==> src/rtl/clock_meter.sv <==
// Measures the period (and, with CLOCK_METER_DUTY_EN defined, the high phase) of
// clock_sense in cycles of clock, one measurement per start request.
module clock_meter #(
    parameter logic [31:0] TIMEOUT = 32'd200000000
) (
    input  logic        clock,
    input  logic        reset_n,
    input  logic        clock_sense,
    input  logic        start,
    output logic        busy,
    output logic        valid,
    output logic        timeout,
    output logic [31:0] period,
    output logic [31:0] high_time
);

    typedef enum logic [1:0] {
        IDLE,
        WAIT_EDGE,
        MEASURE
    } state_t;

    state_t      state_reg;
    logic        sync1_reg;
    logic        sync2_reg;
    logic        hist_reg;
    logic [31:0] counter_reg;
    logic        busy_reg;
    logic        valid_reg;
    logic        timeout_reg;
    logic [31:0] period_reg;
    logic        rise;

    // Two flops to resolve metastability, a third to remember the previous level.
    always_ff @(posedge clock or negedge reset_n) begin
        if (!reset_n) begin
            sync1_reg <= 1'b0;
            sync2_reg <= 1'b0;
            hist_reg  <= 1'b0;
        end else begin
            sync1_reg <= clock_sense;
            sync2_reg <= sync1_reg;
            hist_reg  <= sync2_reg;
        end
    end

    assign rise = sync2_reg & ~hist_reg;

    always_ff @(posedge clock or negedge reset_n) begin
        if (!reset_n) begin
            state_reg   <= IDLE;
            counter_reg <= 32'd0;
            busy_reg    <= 1'b0;
            valid_reg   <= 1'b0;
            timeout_reg <= 1'b0;
            period_reg  <= 32'd0;
        end else begin
            valid_reg   <= 1'b0;
            timeout_reg <= 1'b0;
            case (state_reg)
                IDLE: begin
                    if (start) begin
                        state_reg   <= WAIT_EDGE;
                        counter_reg <= 32'd0;
                        busy_reg    <= 1'b1;
                    end
                end
                WAIT_EDGE: begin
                    if (rise) begin
                        state_reg   <= MEASURE;
                        counter_reg <= 32'd1;
                    end else if (counter_reg == TIMEOUT) begin
                        state_reg   <= IDLE;
                        counter_reg <= 32'd0;
                        busy_reg    <= 1'b0;
                        timeout_reg <= 1'b1;
                    end else begin
                        counter_reg <= counter_reg + 32'd1;
                    end
                end
                MEASURE: begin
                    // Counter was 1 the cycle after the opening rise, so it now holds t1-t0.
                    if (rise) begin
                        state_reg   <= IDLE;
                        counter_reg <= 32'd0;
                        busy_reg    <= 1'b0;
                        valid_reg   <= 1'b1;
                        period_reg  <= counter_reg;
                    end else if (counter_reg == TIMEOUT) begin
                        state_reg   <= IDLE;
                        counter_reg <= 32'd0;
                        busy_reg    <= 1'b0;
                        timeout_reg <= 1'b1;
                    end else begin
                        counter_reg <= counter_reg + 32'd1;
                    end
                end
                default: begin
                    state_reg   <= IDLE;
                    counter_reg <= 32'd0;
                    busy_reg    <= 1'b0;
                end
            endcase
        end
    end

    assign busy    = busy_reg;
    assign valid   = valid_reg;
    assign timeout = timeout_reg;
    assign period  = period_reg;

`ifdef CLOCK_METER_DUTY_EN
    logic        fall;
    logic        fall_seen_reg;
    logic [31:0] high_cap_reg;
    logic [31:0] high_time_reg;

    assign fall = ~sync2_reg & hist_reg;

    // The fall is staged in high_cap_reg and only published with the closing rise,
    // so an aborted measurement leaves high_time untouched.
    always_ff @(posedge clock or negedge reset_n) begin
        if (!reset_n) begin
            fall_seen_reg <= 1'b0;
            high_cap_reg  <= 32'd0;
            high_time_reg <= 32'd0;
        end else if (state_reg == MEASURE) begin
            if (rise) begin
                high_time_reg <= fall_seen_reg ? high_cap_reg : 32'd0;
            end else if (fall && !fall_seen_reg) begin
                fall_seen_reg <= 1'b1;
                high_cap_reg  <= counter_reg;
            end
        end else begin
            fall_seen_reg <= 1'b0;
        end
    end

    assign high_time = high_time_reg;
`else
    assign high_time = 32'd0;
`endif

endmodule

==> config.mk <==
export PLATFORM = sky130hd
export DESIGN_NAME = clock_meter
export DESIGN_NICKNAME = d
export VERILOG_FILES = /design/src/rtl/clock_meter.sv
export SDC_FILE = /design/constraint.sdc
export NUM_CORES = 1
export LEC_CHECK = 0
export BUFFER_PORTS_ARGS = -buffer_cell sky130_fd_sc_hd__buf_2
export CAP_MARGIN = 20
export CORE_MARGIN = 2
export CORE_UTILIZATION = 45
export DETAILED_ROUTE_END_ITERATION = 7
export GPL_TIMING_DRIVEN = 0
export PLACE_DENSITY = 0.73
export SYNTH_ARGS = -nofsm -noshare
export SYNTH_HDL_FRONTEND = slang
export SYNTH_SLANG_ARGS = --single-unit
==> constraint.sdc <==
create_clock -name clock -period 5.9 [get_ports clock]
set_input_delay 0.59 -clock clock [delete_from_list [all_inputs] [get_ports clock]]
set_output_delay 0.59 -clock clock [all_outputs]
set_load 0.05 [all_outputs]
==> results.yml <==
critical_path:
  worst_setup_path_end_kind: "register"
  crit_path_max_fanout: 9
  cpPeakStageDelay_ns: 0.48
  slowest_stage: "nor2_1"
  worst_ep_arrival_time_ns: 2.71
  reg2reg_from: "state_reg[1]"
  rrSetupSlack_ns: 3.43
  path_common_cell: "nor2_1"
  critPathKind: "reg -> reg"
  worstSetupStartpointType: "register"
  worstRegToRegCells: 8
  crit_required_ns: 6.14
  crit_chain: "inv_1, ha_1, nor2_1, nor2_1, nand2_1, or3_1, clkbuf_1, o311ai_1"
  r2r_end: "counter_reg[3]"
cts:
  tritoncts: "yes"
  post_cts.repair.setup_buffers: 0
  htreeDepth: 3
  cts-root-buf: "clkbuf_8"
  clock_sinks: 72
  cts_resized: 0
  cts_buffer_depth: 2
  clk_latency_ns: 0.35
  path_clk_slew_ns: 0.07
  numCtsBuffers: 9
  hold_buffers: 0
logic_synthesis:
  synth-main-ff-cell: "dfrtp_1"
  syn_inst: 333
  synthArstFlopShare_pct: 100
  yosys_warnings: 0
  synth_top_area_share_pct: 49.9
  syn_area_sq_mm: 0.00361
  synth_cell_types: 42
  yosysSeqAreaShare_pct: 49.9
  post-synth-top-area-cell: "dfrtp_1"
  synth_edf_count: 0
  ys_seq_elements: 72
  synth.top_cells.by_area: "dfrtp_1, mux2_2, buf_4"
  synth.avg_cell_area_sq_um: 10.8
power:
  p_sw_mw: 0.508
  power_mw: 1.45
  p_leak_nw: 2.16
  p_seq_share_pct: 38.4
  p_sw_share_pct: 35.1
  p_per_area_mw_per_mm2: 336
  ir_worst_vdd_uv: 149
  p_clk_share_pct: 33.6
  p_comb_share_pct: 28.1
  cellInternalPower_mw: 0.939
cells_and_area:
  diodes: 0
  drive_gt1_share_pct: 29.9
  area_growth_pct: 19.1
  finalNetCount: 424
place:
  gp_congestion: 0.873
  port_buffers: 38
  hpwl_um: 5020
sta:
  maxSlewViolCount: 0
  hold_viol_final: 0
  slew-limit-headroom_pct: 40.0
  finClkSkew_ns: 0.00993
  rsz0062_at_grt: "false"
  period_needed_ns: 2.47
  worstMarginPinSlew_ns: 0.900
  final.setup.tns_ns: 0
  max_freq_mhz: 405
  fin_crit_sh_pct: 41.8
  setup-violations-final: 0
floorplanning:
  rows: 32
  num_io_pins: 71
  die_x_um: 93.6
  die_h_um: 93.6
  core-area_sq_mm: 0.00777
  die-area_sq_mm: 0.00876
  start_util_pct: 46.5
global_route:
  overflow: 0
  gr-usage-all-layers_pct: 17.3
  grt_pass1_vias: 2496
  grt_max_degree: 73
  grt_pass1_wl_um: 11800
  antenna_found_initial: 0
detailed_routing:
  drc: 0
  routed-via-count: 2674
  antenna_left: 0
  wire_per_inst_um: 13.8
  routed_wl_um: 7150
  firstDrtPassIters: 4
  dr.first_iter.drc_count: 180
  via_per_inst: 5.14
job:
  cap_violations: 0
status:
  status: "finished clean"
worst_hold_path:
  hp-class: "in -> async"
==> power groups by stage <==
stage / Clock, mW / Combinational (mW) / Sequential (mW)
CTS: 0.496 / 0.405 / 0.556
global route: 0.524 / 0.436 / 0.561
finish: 0.486 / 0.406 / 0.556
floorplan: 0 / 0.220 / 0.655
global placement: 0 / 0.396 / 0.563
detailed placement: 0 / 0.404 / 0.566
==> cells by family after synthesis <==
group / after synthesis / synth area share [%]
other: 1 / 0.104
AOI/OAI and AO/OA: 30 / 5.86
DFF: 72 / 49.9
and+or+nand+nor: 123 / 19.0
muxes: 31 / 9.63
xor gates and xnor gates: 18 / 4.37
buffers and inverters: 51 / 8.73
adders and majority gates: 7 / 2.43
==> Yosys cell counts, types with 2 or more instances <==
cell type	n
mux2_2	30
nand4_2	2
buf_2	3
nor3_1	2
o21ai_0	6
nand2b_1	2
nand3_1	10
o41ai_1	3
and4_1	7
nand4_1	14
nor4_1	4
a22o_1	2
nand2_1	27
and3_1	5
nor3b_1	2
buf_4	32
nor4b_1	3
or2_2	2
a21oi_1	6
xnor2_1	5
xor2_1	13
nor2b_1	3
nor2_1	27
o311ai_1	6
ha_1	7
dfrtp_1	72
and2_1	3
inv_1	6
o31ai_1	2
clkbuf_1	10
or3_1	6
==> final cells by class <==
cell class | instances | area, sq um
fillers | 680 | 3470
flip-flops and latches | 72 | 1800
multi-input cells | 241 | 1610
plain buffers | 45 | 293
repair buffers | 38 | 193
clock buffers | 11 | 151
well taps | 102 | 128
clock inverters | 5 | 103
inverters | 6 | 22.5
==> layer usage <==
metal  vias up  global-route usage [%]  routed length (um)
met1      1298                    22.7                3340
li1       1289                       -                   -
met4         0                    6.28                  80
met2        81                    27.1                3350
met3         6                    5.40                 386
met5         -                       0                   0
==> cell usage in the layout, fill, tap and decap left out, drive strengths merged, types with 2 or more instances in the layout <==
cell and n:
clkbuf 21, conb 32, o31ai 2, xnor2 5, or2 2, xor2 13, nor4 5, and4 7
dfrtp 72, ha 7, nand3 10, nor2b 3, o41ai 3, buf 73, a22o 2, inv 6
nor3b 2, and2 3, nand2 27, nor3 2, bufinv 3, nor4b 3, a21oi 6, o21ai 6
or3 6, and3 5, mux2 30, nor2 27, o311ai 6, nand2b 2, nand4 16
==> worst max-delay path, delay by kind of cell, from the launching register on <==
kind,cells,cell delay [ns]
AOI/OAI and AO/OA,1,0.30
and+or+nand+nor,4,1.12
buffers and inverters,2,0.31
adders and majority gates,1,0.23
DFF,1,0.41
==> worst max-delay path by stage <==
stage	from	end	slack, ns	cells past startpoint
5_1_grt	counter_reg[1]	counter_reg[13]	3.25	8
2_1_floorplan	counter_reg[0]	counter_reg[3]	3.85	9
3_5_place_dp	counter_reg[0]	counter_reg[14]	3.46	8
6_report	state_reg[1]	counter_reg[3]	3.43	8
3_3_place_gp	state_reg[0]	counter_reg[29]	3.56	7
4_1_cts	counter_reg[0]	counter_reg[13]	3.44	8
==> through the flow <==
stage          util (%)  worst slack [ns]  cells  area (sq um)  hold slack, ns
6_report           55.4              3.43    520          4300           0.350
5_1_grt            55.4              3.25    520          4300           0.334
2_1_floorplan         -              3.85    364          3730           0.294
4_1_cts            55.4              3.44    520          4300           0.333
3_3_place_gp       52.1              3.56    504          4050           0.332
3_5_place_dp       52.1              3.46    504          4050           0.336
Note: power is estimated with default switching activity, not from simulation.
